==> config.mk <==
export PLATFORM = sky130hd
export DESIGN_NAME = adder_frame_acc
export DESIGN_NICKNAME = d
export VERILOG_FILES = /design/src/rtl/adder_frame_acc.sv
export SDC_FILE = /design/constraint.sdc
export NUM_CORES = 1
export LEC_CHECK = 0
export ABC_CLOCK_PERIOD_IN_PS = 5440
export BUFFER_PORTS_ARGS = -buffer_cell sky130_fd_sc_hd__clkbuf_2
export CORE_MARGIN = 2
export CORE_UTILIZATION = 28
export DETAILED_ROUTE_END_ITERATION = 6
export MAX_ROUTING_LAYER = met4
export PLACE_DENSITY = 0.4
export REMOVE_ABC_BUFFERS = 1
export SYNTH_ARGS = -nofsm -noshare
export SYNTH_HDL_FRONTEND = slang
export SYNTH_SLANG_ARGS = --single-unit
==> constraint.sdc <==
create_clock -name clk -period 5.44 [get_ports clk]
set_clock_uncertainty 0.1 [all_clocks]
set_input_delay 0.816 -clock clk [delete_from_list [all_inputs] [get_ports clk]]
set_output_delay 0.816 -clock clk [all_outputs]
set_load 0.02 [all_outputs]
==> src/rtl/adder_frame_acc.sv <==
// Frame accumulator for the adder sum stream: sums FRAME_LEN valid samples with
// saturation and queues completed frame totals in a FWFT FIFO with drop counting.
module adder_frame_acc #(
  parameter int unsigned DATA_W     = 9,
  parameter int unsigned ACC_W      = 16,
  parameter int unsigned FRAME_LEN  = 4,
  parameter int unsigned FIFO_DEPTH = 4
) (
  input  logic              clk,
  input  logic              rst_n,
  input  logic              valid_in,
  input  logic [DATA_W-1:0] c_in,
  output logic              out_valid,
  input  logic              out_ready,
  output logic [ACC_W-1:0]  out_sum,
  output logic              out_ovf,
  output logic [7:0]        drop_cnt
);

  localparam int unsigned CNT_W = (FRAME_LEN > 1) ? $clog2(FRAME_LEN) : 1;
  localparam int unsigned PTR_W = (FIFO_DEPTH > 1) ? $clog2(FIFO_DEPTH) : 1;
  localparam int unsigned OCC_W = $clog2(FIFO_DEPTH + 1);

  typedef struct packed {
    logic             ovf;
    logic [ACC_W-1:0] sum;
  } frame_t;

  logic [ACC_W-1:0] acc_q, acc_d;
  logic [CNT_W-1:0] cnt_q, cnt_d;
  logic             ovf_q, ovf_d;
  logic [PTR_W-1:0] wr_ptr_q, wr_ptr_d;
  logic [PTR_W-1:0] rd_ptr_q, rd_ptr_d;
  logic [OCC_W-1:0] occ_q, occ_d;
  logic [7:0]       drop_q, drop_d;
  logic             out_valid_q, out_valid_d;
  frame_t           mem_q [FIFO_DEPTH];

  logic [ACC_W:0]   sum_ext;
  logic             sat;
  frame_t           result;
  logic             frame_done;
  logic             pop;
  logic             push;

  // Circular pointer increment; wraps at FIFO_DEPTH so non-power-of-2 depths work.
  function automatic logic [PTR_W-1:0] ptr_inc(input logic [PTR_W-1:0] p);
    return (p == PTR_W'(FIFO_DEPTH - 1)) ? '0 : p + PTR_W'(1);
  endfunction

  always_comb begin
    acc_d       = acc_q;
    cnt_d       = cnt_q;
    ovf_d       = ovf_q;
    wr_ptr_d    = wr_ptr_q;
    rd_ptr_d    = rd_ptr_q;
    occ_d       = occ_q;
    drop_d      = drop_q;

    // Extra bit catches the carry; a sticky overflow keeps the frame pinned at max.
    sum_ext     = {1'b0, acc_q} + (ACC_W + 1)'(c_in);
    sat         = sum_ext[ACC_W] | ovf_q;
    result.ovf  = sat;
    result.sum  = sat ? '1 : sum_ext[ACC_W-1:0];

    frame_done  = valid_in && (cnt_q == CNT_W'(FRAME_LEN - 1));
    pop         = out_valid_q && out_ready;
    push        = frame_done && ((occ_q != OCC_W'(FIFO_DEPTH)) || pop);

    if (valid_in) begin
      if (frame_done) begin
        acc_d = '0;
        cnt_d = '0;
        ovf_d = 1'b0;
      end else begin
        acc_d = result.sum;
        cnt_d = cnt_q + CNT_W'(1);
        ovf_d = sat;
      end
    end

    if (frame_done && !push && (drop_q != 8'hFF)) begin
      drop_d = drop_q + 8'd1;
    end

    if (push) wr_ptr_d = ptr_inc(wr_ptr_q);
    if (pop)  rd_ptr_d = ptr_inc(rd_ptr_q);
    occ_d       = occ_q + OCC_W'(push) - OCC_W'(pop);
    out_valid_d = (occ_d != '0);
  end

  always_ff @(posedge clk or negedge rst_n) begin
    if (!rst_n) begin
      acc_q       <= '0;
      cnt_q       <= '0;
      ovf_q       <= 1'b0;
      wr_ptr_q    <= '0;
      rd_ptr_q    <= '0;
      occ_q       <= '0;
      drop_q      <= '0;
      out_valid_q <= 1'b0;
      for (int i = 0; i < int'(FIFO_DEPTH); i++) begin
        mem_q[i] <= '0;
      end
    end else begin
      acc_q       <= acc_d;
      cnt_q       <= cnt_d;
      ovf_q       <= ovf_d;
      wr_ptr_q    <= wr_ptr_d;
      rd_ptr_q    <= rd_ptr_d;
      occ_q       <= occ_d;
      drop_q      <= drop_d;
      out_valid_q <= out_valid_d;
      if (push) begin
        mem_q[wr_ptr_q] <= result;
      end
    end
  end

  assign out_valid = out_valid_q;
  assign out_sum   = mem_q[rd_ptr_q].sum;
  assign out_ovf   = mem_q[rd_ptr_q].ovf;
  assign drop_cnt  = drop_q;

endmodule

Yosys cells after proc, flatten, opt, wreduce, memory -nomap -nowiden
Cells that the tools add are included.
{ "totals": {"ff_bits": 103, "out_inout_bits": 26, "word_cells": 55} }
{ "classes": {"reduce_logical": 9, "add_sub_neg": 7, "bitwise_logic": 3, "magnitude_cmp": 3, "n_eq_ne": 5, "n_mux": 12} }
{ "ops": {"columns": ["operator", "count"], "rows": [
  ["bitwise mux 68 bit", 1],
  ["two-way mux 17 bit", 3],
  ["binary-select mux 17 bit (select 2 bit)", 1],
  ["demux 17 bit (select 2 bit)", 1],
  ["two-way mux 16 bit", 2],
  ["adder 16 x 9 -> 17 bit", 1],
  ["adder 8 x 1 -> 8 bit (second input constant)", 1],
  ["inequality test 8 bit (second input constant)", 1],
  ["adder 2 x 1 -> 2 bit (second input constant)", 3],
  ["equality test 2 bit (second input constant)", 3],
  ["greater-or-equal comparator 3 bit (second input constant)", 2],
  ["logical AND 1 bit", 6],
  ["two-way mux 2 bit", 3],
  ["NOT 2 -> 3 bit", 2],
  ["adder 3 x 1 -> 3 bit", 1],
  ["less-than comparator 3 x 1 -> 1 bit (second input constant)", 1],
  ["inequality test 3 bit (second input constant)", 1],
  ["nonzero test 3 bit", 1],
  ["subtractor 3 x 1 -> 3 bit", 1],
  ["zero test 1 bit", 1],
  ["logical OR 1 bit", 1],
  ["two-way mux 1 bit", 1],
  ["bitwise OR 1 bit", 1]
]} }

Longest topological paths before layout
{ "depth": {"ltp_word": 6, "depth_mapped": 13, "mapped_depth_nobuf": 12} }

Worst setup path before layout
OpenSTA, ideal clock, no wires.
{ "synth_timing": {"path_type": "input to register", "from": "in c_in[0]", "to": "reg acc_q[13]", "arrival_ps": 2786, "stages": 10, "slack_ps": 2428, "setup_time_ps": 126, "required_ps": 5214, "cell_sequence": "ha_1 > fa_1 > a211oi_2 > o211ai_2 > a31o_2 > a21o_1 > buf_2 > buf_6 > nor3b_1 > nor3_1"} }
{ "synth_via": {"elab_chain_cells": 4} }
{ "synth_rtl": {"columns": ["element", "line", "text"], "rows": [
  ["start, declared", "12", "input logic [DATA_W-1:0] c_in,"],
  ["adder 16 x 9 -> 17 bit *", "61", "sum_ext = {1'b0, acc_q} + (ACC_W + 1)'(c_in);"],
  ["bitwise OR 1 bit", "62", "sat = sum_ext[ACC_W] | ovf_q;"],
  ["two-way mux 16 bit *", "64", "result.sum = sat ? '1 : sum_ext[ACC_W-1:0];"],
  ["two-way mux 16 bit *", "71", "if (frame_done) begin"],
  ["end signal, assigned", "94", "acc_q <= '0;"],
  ["end signal, assigned", "106", "acc_q <= acc_d;"],
  ["end, declared", "29", "logic [ACC_W-1:0] acc_q, acc_d;"]
]} }
Mark *: on every way between the ends. The rest lies on a longest branch, timed or not.
A chain may end at the register's enable or synchronous reset.

Final worst setup path
{ "layout_timing": {"from": "in valid_in", "to": "reg out_valid_q (netlist: out_valid)"} }
{ "layout_via": {"elab_chain_cells": 5} }
{ "layout_rtl": {"columns": ["element", "line", "text"], "rows": [
  ["start, declared", "11", "input logic valid_in,"],
  ["logical AND 1 bit", "66", "frame_done = valid_in && (cnt_q == CNT_W'(FRAME_LEN - 1));"],
  ["logical AND 1 bit", "68", "push = frame_done && ((occ_q != OCC_W'(FIFO_DEPTH)) || pop);"],
  ["adder 3 x 1 -> 3 bit", "88", "occ_d = occ_q + OCC_W'(push) - OCC_W'(pop);"],
  ["subtractor 3 x 1 -> 3 bit", "88", null],
  ["net occ_d[2]", "34", "logic [OCC_W-1:0] occ_q, occ_d;"],
  ["nonzero test 3 bit", "89", "out_valid_d = (occ_d != '0);"],
  ["net out_valid_d", "36", "logic out_valid_q, out_valid_d;"],
  ["end signal, assigned", "113", "out_valid_q <= out_valid_d;"],
  ["end, declared", "36", null]
]} }
The timed path passes the listed nets, and every way through them passes these cells.

==> out/metrics.yaml <==
critical_path:
  path_max_fanout: 15
  cpMaxStageDelayCell: "a31oi_1"
  required_ns: 5.57
  end_kind: "flip-flop"
  crit_path_max_incr_delay_ns: 0.63
  start_kind: "input port"
  r2r_start: "cnt_q[0]"
  critPathMostFrequentCell: "inv_1"
  regToRegSetupSlack_ns: 2.23
  cp.arrival_ns: 3.54
  critPathKind: "in -> reg"
  critical_path.startpoint: "valid_in"
  cp_cell_sequence: "clkbuf_2, nand2_1, a31oi_1, inv_1, ha_1, inv_1, ha_1, inv_1, fa_1, xnor2_1, xnor2_1, or3_1"
clock_tree:
  clock_sinks: 103
  ctsRootBufferMaster: "clkbuf_16"
  cts_buffers: 9
  clk_latency_ns: 0.36
  cts_resized: 0
  clk_pin_slew_ns: 0.07
  cts_tree: "built"
  cts_hold_buffers: 0
  cts_setup_buffers: 0
  h-tree-depth: 3
  clk_path_buf_depth: 2
grt:
  grt-ovfl-total: 0
  grt_pass1_wl_um: 19900
  grt_max_degree: 60
  grt-busiest-layer: "met2"
  grtUsageMet1: 0.186
  globalRouteMet3Util: 0.0222
  grt_use_total: 0.138
  use_met2: 0.209
  grt_pass1_vias: 3601
  antenna_found_initial: 0
cells_and_area:
  antenna_cells: 0
  drive_above_1_share: 0.192
  area.growth.synth_to_final_pct: 13.7
  postLayoutCoreUtil: 0.322
  final_net_count: 532
logic_synthesis:
  yosysWarnings: 0
  synthSimpleGateAreaFrac: 0.128
  yosys-mux-area-fraction: 0.0955
  synthDistinctLibCells: 51
  yosysTopAreaCell: "dfrtp_1"
  ys_ff_latch: 103
  synth-xor-area-share: 0.0277
  synthFlopType: "dfrtp_1"
  synthCells: 472
  syn_area_per_cell_um2: 10.7
  async_flop_share: 1.00
  synth_top_area_share: 0.510
  synth_top_family_by_area: "compound AO/OA/AOI/OAI gates"
  syn_area_um2: 5060
  synth_compound_area_frac: 0.156
  ys_top_cells_by_area: "dfrtp_1, mux4_2, o21ai_0"
  synth_edf_count: 0
  synth_fa_ha_area_frac: 0.0524
  yosysSeqAreaShare: 0.510
drt:
  first_iter_violations: 286
  vias: 3588
  wl_per_cell_um: 16.4
  antenna_left: 0
  drt_pre_antenna_iters: 4
  drc: 0
  routed_wl_um: 12000
  viasPerCell: 4.89
floorplanning:
  dieArea_um2: 19200
  rows: 49
  core_area_um2: 17800
  die_h_um: 138
  start_util: 0.283
  die_w_um: 138
  ioPinCount: 39
timing:
  holdWs_ns: 0.379
  hold_viol: 0
  setup_viol: 0
  slew_headroom: 0.318
  tns_ns: 0
  rsz0062_at_grt: "false"
  layout_setup_ws_ns: 2.04
  worst_pin_slew_ns: 1.01
  max_freq_mhz: 294
  fin_crit_ns: 3.40
  drv_slew: 0
  finalCritPeriodShare: 0.625
min_path:
  min_path_type: "reg -> reg"
  hp-start: "mem_q[34]"
placement:
  portBuffers: 38
  hpwl_um: 8170
  preCtsSetupSlack_ns: 1.66
  place_congestion: 0.770
job:
  cap_violations: 0
power_and_ir_drop:
  power_density_nw_per_um2: 569
  power_mw: 3.27
  p_leak_nw: 2.57
  ir_drop_uv: 154
outcome:
  status: "finished clean"
where the power goes:
group / internal (mW) / leakage, nW / switching [mW]
Combinational: 0.562 / 1.10 / 0.770
Clock: 0.364 / 0.151 / 0.313
Sequential: 1.06 / 1.32 / 0.205
final timing paths:
path                             endpoint  depth (start not counted)
worst max register to register  out_valid                         12
worst min-delay path            mem_q[34]                          2
worst max-delay path            out_valid                         12
max in group asynchronous       mem_q[42]                          2
min in group asynchronous        acc_q[3]                          1
worst min register to register  mem_q[34]                          2
cells in the final DEF, fill, tap and decap left out, drive strengths merged, types with 3 or more instances in the layout:
cell,count
a31oi,5
a21oi,22
xor2,7
inv,17
buf,3
o2bb2ai,9
xnor2,9
nand2b,4
nor3,5
a211oi,5
clkbuf,46
nor2,40
dfrtp,103
or3,4
a21o,4
and2,6
o21ai,65
and3,3
nand4,6
nand3,3
nand2,66
mux4,17
mux2,8
ha,18
area by class of cell:
| cell class | instances | area (µm²) |
|---|---|---|
| clock buffer | 9 | 225 |
| clock inverter | 7 | 78.8 |
| sequential | 103 | 2580 |
| fill | 1800 | 12100 |
| tap | 229 | 287 |
| inverter | 13 | 48.8 |
| multi-input combinational | 332 | 2330 |
| timing repair buffer | 40 | 208 |
cells in the mapped netlist, types with 2 or more instances:
cell type / number
a211oi_2: 2
o211ai_2: 2
a41oi_1: 2
nor2_1: 36
or3_1: 4
a31oi_1: 5
fa_1: 2
a21o_1: 4
clkbuf_1: 18
ha_1: 18
nand2b_1: 4
o21ai_1: 12
mux4_2: 17
nor3b_1: 2
and2_1: 6
o21a_1: 2
a21oi_1: 19
a21oi_2: 3
o2bb2ai_1: 9
nand4_1: 6
xnor2_1: 9
a211oi_1: 3
nor2_2: 4
nor3_1: 4
o21ai_0: 53
dfrtp_1: 103
nand2_1: 66
mux2_2: 8
buf_2: 5
xor2_1: 7
and3_1: 3
inv_1: 13
nand3_1: 3
sequential cells by signal (all words and copies together) (netlist names):
name / flops
ovf_q: 1
wr_ptr_q: 2
drop_cnt: 8
acc_q: 16
mem_q: 68
rd_ptr_q: 2
out_valid: 1
cnt_q: 2
occ_q: 3
stage by stage:
stage,instance area (µm²),cells
final,5750,733
after global placement,5450,717
after global routing,5750,733
after floorplan,4950,448
after CTS,5750,733
after detailed placement,5450,717
per-layer routing:
layer	vias up	routed length, µm	share of wire
li1	1745	-	-
met1	1772	5910	0.49
met2	56	5550	0.46
met3	15	326	0.027
met4	0	225	0.019
met5	-	0	0
worst max-delay path: cells and delay by family:
kind,cells,cell delay [ns]
buffers and inverters,4,0.47
AO/OA/AOI/OAI,1,0.63
XOR/XNOR,2,0.29
AND/OR/NAND/NOR,2,0.53
adder cells (fa/ha/maj),3,0.79
cell families (layout without fill, tap and decap cells):
family | Yosys count | in the layout
compound gates | 126 | 126
simple gates | 144 | 144
flops | 103 | 103
mux | 26 | 26
fa+ha+maj | 20 | 20
xor+xnor | 16 | 16
buf+inv | 37 | 69
No activity file was read; power rests on OpenSTA's default activity.
